<file path="src/rtl/mem_arb.sv">
// Two-requester (IFU/LSU) arbiter onto a single downstream memory port.
// One transaction in flight; alternating priority; WAIT timeout returns an error.
module mem_arb #(
    parameter int ADDR_W  = 32,
    parameter int DATA_W  = 32,
    parameter int TIMEOUT = 256
) (
    input  logic                clock,
    input  logic                reset,
    input  logic                ifu_reqValid,
    input  logic [ADDR_W-1:0]   ifu_addr,
    output logic                ifu_respValid,
    output logic [DATA_W-1:0]   ifu_rdata,
    input  logic                lsu_reqValid,
    input  logic [ADDR_W-1:0]   lsu_addr,
    input  logic [1:0]          lsu_size,
    input  logic                lsu_wen,
    input  logic [DATA_W-1:0]   lsu_wdata,
    input  logic [DATA_W/8-1:0] lsu_wmask,
    output logic                lsu_respValid,
    output logic [DATA_W-1:0]   lsu_rdata,
    output logic                mem_reqValid,
    input  logic                mem_reqReady,
    output logic [ADDR_W-1:0]   mem_addr,
    output logic [1:0]          mem_size,
    output logic                mem_wen,
    output logic [DATA_W-1:0]   mem_wdata,
    output logic [DATA_W/8-1:0] mem_wmask,
    input  logic                mem_respValid,
    input  logic [DATA_W-1:0]   mem_rdata,
    output logic                bus_err,
    output logic                busy
);

    localparam int CNT_W = (TIMEOUT > 0) ? $clog2(TIMEOUT + 1) : 1;
    localparam logic [CNT_W-1:0] CNT_LAST = CNT_W'((TIMEOUT > 0) ? TIMEOUT - 1 : 0);

    typedef enum logic [1:0] {IDLE, ISSUE, WAIT, RESP} state_t;

    state_t           state;
    state_t           state_n;
    logic             owner;
    logic             last_lsu;
    logic             err;
    logic [CNT_W-1:0] cnt;
    logic             any_req;
    logic             grant_lsu;
    logic             expired;
    logic             take_data;
    logic             take_err;

    assign any_req   = ifu_reqValid | lsu_reqValid;
    assign grant_lsu = lsu_reqValid & (~ifu_reqValid | ~last_lsu);
    assign expired   = (TIMEOUT != 0) && (cnt == CNT_LAST);

    always_ff @(posedge clock or negedge reset) begin
        if (!reset) begin
            state <= IDLE;
        end else begin
            state <= state_n;
        end
    end

    always_comb begin
        state_n   = state;
        take_data = 1'b0;
        take_err  = 1'b0;
        unique case (state)
            IDLE: begin
                if (any_req) state_n = ISSUE;
            end
            ISSUE: begin
                if (mem_reqReady) begin
                    take_data = mem_respValid;
                    state_n   = mem_respValid ? RESP : WAIT;
                end
            end
            WAIT: begin
                // a response arriving on the expiry cycle still wins
                if (mem_respValid) begin
                    take_data = 1'b1;
                    state_n   = RESP;
                end else if (expired) begin
                    take_err = 1'b1;
                    state_n  = RESP;
                end
            end
            RESP: begin
                state_n = IDLE;
            end
            default: state_n = IDLE;
        endcase
    end

    always_ff @(posedge clock or negedge reset) begin
        if (!reset) begin
            owner     <= 1'b0;
            last_lsu  <= 1'b0;
            err       <= 1'b0;
            cnt       <= '0;
            mem_addr  <= '0;
            mem_size  <= '0;
            mem_wen   <= 1'b0;
            mem_wdata <= '0;
            mem_wmask <= '0;
            ifu_rdata <= '0;
            lsu_rdata <= '0;
        end else begin
            if (state == IDLE && any_req) begin
                owner    <= grant_lsu;
                last_lsu <= grant_lsu;
                if (grant_lsu) begin
                    mem_addr  <= lsu_addr;
                    mem_size  <= lsu_size;
                    mem_wen   <= lsu_wen;
                    mem_wdata <= lsu_wdata;
                    mem_wmask <= lsu_wmask;
                end else begin
                    mem_addr  <= ifu_addr;
                    mem_size  <= 2'b10;
                    mem_wen   <= 1'b0;
                    mem_wdata <= '0;
                    mem_wmask <= '0;
                end
            end
            if (state == ISSUE) cnt <= '0;
            if (state == WAIT) cnt <= cnt + 1'b1;
            if (take_data || take_err) begin
                err <= take_err;
                if (owner) lsu_rdata <= take_err ? '0 : mem_rdata;
                else       ifu_rdata <= take_err ? '0 : mem_rdata;
            end
        end
    end

    assign mem_reqValid  = (state == ISSUE);
    assign busy          = (state != IDLE);
    assign ifu_respValid = (state == RESP) & ~owner;
    assign lsu_respValid = (state == RESP) & owner;
    assign bus_err       = (state == RESP) & err;

endmodule

</file>
<file path="config.mk">
export PLATFORM = sky130hd
export DESIGN_NAME = mem_arb
export DESIGN_NICKNAME = d
export VERILOG_FILES = /design/src/rtl/mem_arb.sv
export SDC_FILE = /design/constraint.sdc
export NUM_CORES = 1
export LEC_CHECK = 0
export ABC_AREA = 0
export BUFFER_PORTS_ARGS = -buffer_cell sky130_fd_sc_hd__buf_4
export CAP_MARGIN = 10
export CORE_UTILIZATION = 51
export DETAILED_ROUTE_END_ITERATION = 7
export PLACE_DENSITY = 0.86
export SETUP_SLACK_MARGIN = 0.05
export SYNTH_ARGS = -nofsm -noshare
export SYNTH_HDL_FRONTEND = slang
export SYNTH_SLANG_ARGS = --single-unit
</file>
<file path="constraint.sdc">
create_clock -name clock -period 3.6 [get_ports clock]
set_input_delay 0.54 -clock clock [delete_from_list [all_inputs] [get_ports clock]]
set_output_delay 0.54 -clock clock [all_outputs]
set_load 0.01 [all_outputs]
</file>
# Word-level counts from Yosys, hierarchy flattened
# Index checks and enable logic that the tools add are counted.
# Widths: inputs -> output; s select.
[totals]
regBits = 148
input_bits = 141
out_inout_bits = 140
[op_classes]
addsub = 1
eq_ne = 7
n_mux = 20
bitwise_logic = 8
reduce_logical = 8
[ops]
columns = ["operator", "n"]
rows = [
  ["$mux 32", 3],
  ["$mux 9", 2],
  ["$mux 2", 5],
  ["$add 9x1->9 const B", 1],
  ["$eq 9x8->1 const B", 1],
  ["$pmux 2 s4", 1],
  ["$mux 1", 7],
  ["$and 1x1->1", 4],
  ["$eq 2x2->1 const B", 2],
  ["$mux 4", 1],
  ["$reduce_and 2->1", 2],
  ["$reduce_bool 2->1", 2],
  ["$ne 3x3->1 const B", 1],
  ["$reduce_and 3->1", 1],
  ["$eq 2x1->1 const B", 1],
  ["$logic_not 2->1", 1],
  ["$ne 2x1->1 const B", 1],
  ["$ne 2x2->1 const B", 1],
  ["$not 1->1", 2],
  ["$or 1x1->1", 2],
  ["$pmux 1 s2", 1],
  ["$logic_and 1x1->1", 1],
  ["$logic_or 1x1->1", 1],
]

# Longest topological paths before layout
# Gate-level depths: netlist (run 1).
[logic_depth]
depth_word = 6
mapped_depth = 8

# Worst setup path after synthesis (run 1)
# Ideal clock, no wire load.
[synth_path]
path_kind = "flip-flop to flip-flop"
start = "register cnt[0]"
end = "register lsu_rdata[0]"
arrival_time_ns = 1.849
required_time_ns = 3.475
slack_ns = 1.627
stages_incl_launch_ff = 9
n_path_buf = 1
cell_sequence = "dfrtp_1 -> ha_1 -> nand3_1 -> nor2_1 -> ha_1 -> mux2i_1 -> o22ai_2 -> buf_6 -> mux2_2"
[synth_via]
elab_chain_cells = 6
[synth_rtl]
columns = ["item", "line", "rtl"]
rows = [
  ["start: declaration", "45", "logic [CNT_W-1:0] cnt;"],
  ["start signal: assignment", "127", "if (state == WAIT) cnt <= cnt + 1'b1;"],
  ["$eq 9x8->1 *", "54", "assign expired = (TIMEOUT != 0) && (cnt == CNT_LAST);"],
  ["$mux 1 *", "83", "end else if (expired) begin"],
  ["$mux 1 *", "80", "if (mem_respValid) begin"],
  ["$mux 1 *", "68", "unique case (state)"],
  ["$logic_or 1x1->1", "128", "if (take_data || take_err) begin"],
  ["$reduce_and 2->1 (no source line)", "--", ""],
  ["end signal: assignment", "130", "if (owner) lsu_rdata <= take_err ? '0 : mem_rdata;"],
  ["end: declaration", "21", "output logic [DATA_W-1:0] lsu_rdata,"],
]
# Mark *: on every way between the ends. The rest lies on a longest branch, timed or not.
# A chain may end at the register's enable or synchronous reset.

# Worst setup path after layout (run 1)
[layout_path]
start = "register state[0]"
end = "register ifu_rdata[15]"
[layout_via]
elab_chain_cells = 4
[layout_rtl]
columns = ["item", "line", "rtl"]
rows = [
  ["start: declaration", "40", "state_t state;"],
  ["start signal: assignment", "60", "state <= state_n;"],
  ["$eq 2x2->1 or $eq 2x1->1 (tied branches)", "68", ""],
  ["$pmux 1 s2 or $mux 1 (tied branches)", "68", ""],
  ["$logic_or 1x1->1", "128", ""],
  ["$reduce_and 2->1 (no source line)", "--", ""],
  ["end signal: assignment", "131", "else ifu_rdata <= take_err ? '0 : mem_rdata;"],
  ["end: declaration", "13", "output logic [DATA_W-1:0] ifu_rdata,"],
]
# Parallel ways exist; a longest one is shown, timed or not.

==> flow_metrics.tcl, run 1 <==
set metrics [dict create \
    status "finished clean" \
    antenna_found_initial 0 \
    grt_use_total_pct 27.20 \
    clk_path_buf_depth 2 \
    core_um2 11960 \
    grt_pass1_wl_mm 26.41 \
    yosysWarnings 0 \
    syn-num-nets 635 \
    critPathLaunchType "flop" \
    die_y_um 112.7 \
    grt_pass1_vias 5175 \
    yosys.area.top_type_share_pct 59.28 \
    total_power_uw 8058 \
    drive_gt1_share_pct 49.36 \
    grt_max_degree 123 \
    final_core_util_pct 75.90 \
    slowest_delay_ns 0.46 \
    required_ns 3.89 \
    post-route-period-util_pct 68.11 \
    clk_pin_slew_ns 0.06 \
    syn2layout_area_growth_pct 45.32 \
    synth-seq-area-share_pct 59.28 \
    gp_congestion 0.8272 \
    postCtsHoldBufs 0 \
    cts_sinks 148 \
    setup_viol 0 \
    htreeDepth 4 \
    switching_share_pct 33.36 \
    crit_chain "inv_1, ha_1, nand4_1, o22ai_4, buf_4, mux2_2" \
    dp_hpwl_mm 11.92 \
    io_pins 281 \
    cp_top_family "buffers and inverters" \
    p_switching_uw 2688 \
    power.density_nw_per_um2 887.6 \
    vias 4903 \
    drtAntennaViolNets 0 \
    syn_area_um2 6247 \
    synth_area_leader_cell "dfrtp_1" \
    fin_nets 911 \
    port_buffers 280 \
    slew_headroom_pct 28.31 \
    cts_tree "built" \
    postRouteWirelength_mm 16.43 \
    crit_type "reg -> reg" \
    hp-class "in -> async" \
    crit_buf_inv 2 \
    fin_skew_ns 0.006851 \
    end_kind "flop" \
    numCtsBuffers 17 \
    die-area_um2 12700 \
    cts_root_buffer "clkbuf_16" \
    antenna_cells 0 \
    avgRoutedWirePerCell_um 17.80 \
    yosysUniqueCellTypes 36 \
    die_w_um 112.7 \
    rsz0062_at_grt "false" \
    arrival_ns 2.75 \
    worstSkewPairLatency_ns 0.41 \
    power.internal_uw 5370 \
    period_needed_ns 2.452 \
    fmax_ghz 0.4078 \
    cts_resized 0 \
    drt_iter0_drc 215 \
    clkPwrFrac_pct 22.7 \
    grt_overflow 0 \
    combPwrFrac_pct 40.9 \
    vdd_drop_max_v 0.0004468 \
    synthCells 487 \
    crit_fanout 32 \
    yosys-top-cells-area "dfrtp_1 59%, mux2_2 11%, mux2i_1 5.6%, a22o_1 5.3%, and2_1 3.5%" \
    vias_per_cell 5.312 \
    hold_violations 0 \
    worst_slew_pin_slew_ns 1.075 \
    total_leakage_power_uw 0.004506 \
    rows 40 \
    initial_core_util_pct 52.23 \
    cap_viol_max_count 0 \
    synth-seq-cells 148 \
    crit_path_top_delay_cell "ha_1" \
    seqPwrFrac_pct 36.4 \
    final_max_slew_viol_count 0 \
    post-cts-setup-buffers 0 \
    postSynthAreaPerCell_um2 12.83 \
    drc 0 \
    fin_setup_tns_ns 0 \
    drt-pass1-iter-count 4 \
]
power groups by stage:
stage / Combinational [uW] / Sequential (uW) / Clock, uW
2_1_floorplan: 1330 / 3190 / 0
3_3_place_gp: 3210 / 2900 / 0
3_5_place_dp: 3330 / 2940 / 0
4_1_cts: 3340 / 2930 / 1850
5_1_grt: 3550 / 3030 / 1930
6_report: 3300 / 2930 / 1830
registers in the layout (all words and copies together), names as in the netlist:
register,count
mem_wmask,4
cnt,9
mem_addr,32
ifu_rdata,32
err,1
mem_size,2
mem_wen,1
last_lsu,1
lsu_rdata,32
state,2
mem_wdata,32
logic make-up after synthesis:
group | count (synthesis) | share of synthesized area, %
adder cells (fa/ha/maj) | 7 | 1.402
buffers and inverters | 41 | 3.625
AO/OA/AOI/OAI | 93 | 10.27
flip-flops | 148 | 59.28
XOR/XNOR | 1 | 0.1402
AND/OR/NAND/NOR | 98 | 8.131
multiplexers | 99 | 17.14
cell usage after synthesis:
master,instances
a22o_1,38
nor2_1,4
dfrtp_1,148
mux2_1,4
o211ai_1,1
a211oi_1,1
mux2i_1,35
nand3_1,5
or3_1,3
nor3b_1,2
nand2b_1,2
o2bb2ai_1,1
o21ai_0,39
xor2_1,1
nand3b_1,1
nor2b_1,3
clkbuf_1,14
a21boi_1,1
o22ai_1,1
buf_6,7
buf_4,3
nand4_1,3
a2bb2oi_1,1
buf_2,7
nor3_1,1
nand2_1,37
a21o_1,1
or4_1,1
o21ai_1,1
ha_1,7
inv_1,10
nor4_1,1
o22ai_2,2
and2_1,35
a21oi_1,6
mux2_2,60
path summary, 6_finish.rpt:
path,from,endpoint,slack [ns],depth (start not counted)
setup reg to reg,state[0],ifu_rdata[15],1.15,6
setup / recovery,state[0],ifu_rdata[15],1.15,6
hold reg to reg,mem_addr[21],mem_addr[21],0.48,2
min in group clock,lsu_wdata[0],mem_wdata[0],0.34,2
max in group asynchronous,reset,mem_wdata[14],2.44,2
hold / removal,reset,lsu_rdata[4],0.29,1
routing by layer:
layer  track usage [%]  share of wire [%]  vias up
met4             10.84                1.9        0
met5                 0                  0        -
met1             30.92                 37     2394
met3             8.855                8.5       28
li1                  -                  -     2272
met2             47.41                 52      209
through the flow:
stage / worst slack, ns / instance area, um2 / hold slack [ns] / cells
after floorplan: 1.627 / 6247 / 0.2444 / 487
after global placement: 1.317 / 8458 / 0.4640 / 891
after detailed placement: 1.171 / 8458 / 0.4716 / 891
after CTS: 1.162 / 9079 / 0.3253 / 923
after global routing: 0.9944 / 9079 / 0.3337 / 923
final: 1.148 / 9079 / 0.2945 / 923
cell usage in the layout (no fill, tap or decap), types with 2 or more instances in the layout:
cell,Yosys,final
ha_1,7,7
nor2b_1,3,3
clkbuf_16,0,17
clkbuf_8,0,3
nand2_1,37,37
o22ai_4,0,2
nand2b_1,2,2
buf_4,3,286
nand3_1,5,5
o21ai_0,39,39
nor3b_1,2,2
mux2_2,60,60
or3_1,3,3
dfrtp_1,148,148
inv_1,10,10
mux2_1,4,4
nand4_1,3,3
mux2i_1,35,35
nor2_1,4,4
bufinv_16,0,3
clkinvlp_4,0,5
and2_1,35,35
a21oi_1,6,6
a22o_1,38,38
layout make-up:
cell class | count | area, um2
repair buffers | 288 | 2178
multi-input cells | 298 | 2355
clock buffers | 21 | 470.5
flip-flops and latches | 148 | 3704
fillers | 770 | 2883
inverters | 10 | 37.54
clock inverters | 11 | 150.1
well taps | 147 | 183.9
Note: power is estimated with default switching activity, not from simulation.
==> run 2, diff against run 1 <==
--- a/config.mk
+++ b/config.mk
@@ -8,9 +8,9 @@
 export ABC_AREA = 0
 export BUFFER_PORTS_ARGS = -buffer_cell sky130_fd_sc_hd__buf_4
 export CAP_MARGIN = 10
-export CORE_UTILIZATION = 51
+export CORE_UTILIZATION = 47
 export DETAILED_ROUTE_END_ITERATION = 7
-export PLACE_DENSITY = 0.86
+export PLACE_DENSITY = 0.8
 export SETUP_SLACK_MARGIN = 0.05
 export SYNTH_ARGS = -nofsm -noshare
 export SYNTH_HDL_FRONTEND = slang
==> constraint.sdc (replaced) <==
create_clock -name clock -period 2.4 [get_ports clock]
set_input_delay 0.36 -clock clock [delete_from_list [all_inputs] [get_ports clock]]
set_output_delay 0.36 -clock clock [all_outputs]
set_load 0.01 [all_outputs]
==> flow_metrics.tcl, run 2 (synthesis gave the netlist of run 1 again) <==
set metrics [dict create \
    status "finished clean" \
    rows 41 \
    slew_headroom_pct 63.37 \
    dp_hpwl_mm 11.74 \
    clk_pin_slew_ns 0.06 \
    cts_root_buffer "clkbuf_16" \
    holdCritStartpoint "lsu_wdata[28]" \
    hold_violations 0 \
    cts_sinks 148 \
    total_leakage_power_uw 0.004576 \
    port_buffers 280 \
    postRouteWirelength_mm 16.38 \
    drtAntennaViolNets 0 \
    grt_use_total_pct 24.19 \
    vdd_drop_max_v 0.0007759 \
    grt_pass1_vias 4927 \
    hp-class "in -> reg" \
    final_common_cell "buf_4" \
    arrival_ns 2.49 \
    post-route-period-util_pct 91.25 \
    crit_type "reg -> reg" \
    avgRoutedWirePerCell_um 17.19 \
    r2r_start "state[1]" \
    crit_path_top_delay_cell "ha_1" \
    die_y_um 117.3 \
    cts_tree "built" \
    clk_path_buf_depth 2 \
    crit_chain "inv_1, ha_1, nand4_1, buf_4, o22ai_4, clkbuf_16, mux2_2" \
    cap_viol_max_count 0 \
    drc 0 \
    grt_max_degree 82 \
    layout_common_cells "285 x buf_4, 148 x dfrtp_1, 60 x mux2_2" \
    crit_buf_inv 3 \
    rsz0062_at_grt "false" \
    min_to "mem_wdata[28]" \
    fin_nets 916 \
    crit_fanout 16 \
    fin_skew_ns 0.009707 \
    core_um2 12770 \
    final_max_slew_viol_count 0 \
    syn2layout_area_growth_pct 48.09 \
    drt_iter0_drc 248 \
    hold_depth 2 \
    grt_overflow 0 \
    period_needed_ns 2.190 \
    htreeDepth 4 \
    drt-pass1-iter-count 4 \
    cp_top_family "buffers and inverters" \
    end_kind "flop" \
    worst_slew_pin_slew_ns 0.5495 \
    io_pins 281 \
    slowest_delay_ns 0.48 \
    antenna_found_initial 0 \
    power.density_nw_per_um2 1331 \
    grt_pass1_wl_mm 24.63 \
    numCtsBuffers 17 \
    initial_core_util_pct 48.91 \
    n_fill_cell 914 \
    rr_endpoint "lsu_rdata[28]" \
    seq_area_um2 3704 \
    fin_setup_tns_ns 0 \
    gp_congestion 0.8379 \
    holdWs_ns 0.1544 \
    critPathLaunchType "flop" \
    setup_viol 0 \
    rrSetupSlack_ns 0.21 \
    required_ns 2.70 \
    antenna_cells 0 \
    vias 4893 \
    worstSkewPairLatency_ns 0.42 \
    multi_input_area_um2 2361 \
    die_w_um 117.3 \
    vias_per_cell 5.134 \
    r2r_cells 7 \
    fmax_ghz 0.4566 \
    die-area_um2 13760 \
    drive_gt1_share_pct 49.94 \
]
run 2: cell types whose count changed in the layout (fill, tap and decap cells not counted), sizes merged:
cell	previous run	this run
clkinv	2	8
clkinvlp	5	1
buf	288	291
bufinv	3	5
clkbuf	21	19
dlygate4sd3	0	1
inv	11	10
run 2: repair_timing:
| item | CTS | global route |
|---|---|---|
| setup buffers | 0 | 1 |
| setup endpoints to repair | 0 | 64 |
| endpoints found under the hold margin | 148 | 0 |
| hold buffers | 1 | 0 |
| resized for setup | 0 | 2 |
run 2: worst max-delay path by stage:
stage / from / end / slack [ns] / depth (start not counted)
floorplan: cnt[0] / lsu_rdata[0] / 0.43 / 8
global placement: state[0] / ifu_rdata[4] / 0.28 / 6
detailed placement: state[0] / ifu_rdata[9] / 0.16 / 6
CTS: state[1] / ifu_rdata[22] / 0.14 / 6
global route: cnt[0] / lsu_rdata[28] / 0.1 / 8
finish: state[1] / lsu_rdata[28] / 0.21 / 7
run 2: power by group:
| group | switching, uW | internal (uW) |
|---|---|---|
| Clock | 1010 | 1870 |
| Sequential | 701 | 3660 |
| Combinational | 2330 | 2740 |
run 2: layer usage:
metal / wire [um] / vias up / GRT usage [%]
met5: 0 / - / 0
met4: 355 / 0 / 10.55
met3: 1337 / 28 / 8.702
met2: 8432 / 204 / 41.29
met1: 6256 / 2378 / 27.30
li1: - / 2283 / -
run 2: area by class of cell:
type / count / area share, %
multi-input combinational: 298 / 25.52
tap: 172 / 2.326
timing repair buffer: 293 / 24.71
inverter: 10 / 0.4057
clock buffer: 18 / 4.747
sequential: 148 / 40.03
clock inverter: 14 / 2.259
run 2: metrics by stage:
stage / cell area, um2 / worst slack, ns / instances / utilization, % / total power [uW]
3_3_place_gp: 8554 / 0.2806 / 918 / 66.97 / 9227
4_1_cts: 9213 / 0.1405 / 951 / 72.12 / 12370
2_1_floorplan: 6247 / 0.4266 / 487 / - / 6781
6_report: 9251 / 0.2100 / 953 / 72.43 / 12310
3_5_place_dp: 8554 / 0.1582 / 918 / 66.97 / 9438
5_1_grt: 9251 / 0.09523 / 953 / 72.43 / 13020
run 2: worst register-to-register path: stages, from the launching register on:
cell and delay, ns:
dfrtp_1 0.39, inv_1 0.10, ha_1 0.48, nand4_1 0.12, buf_4 0.18, o22ai_4 0.20
clkbuf_16 0.24, mux2_2 0.35
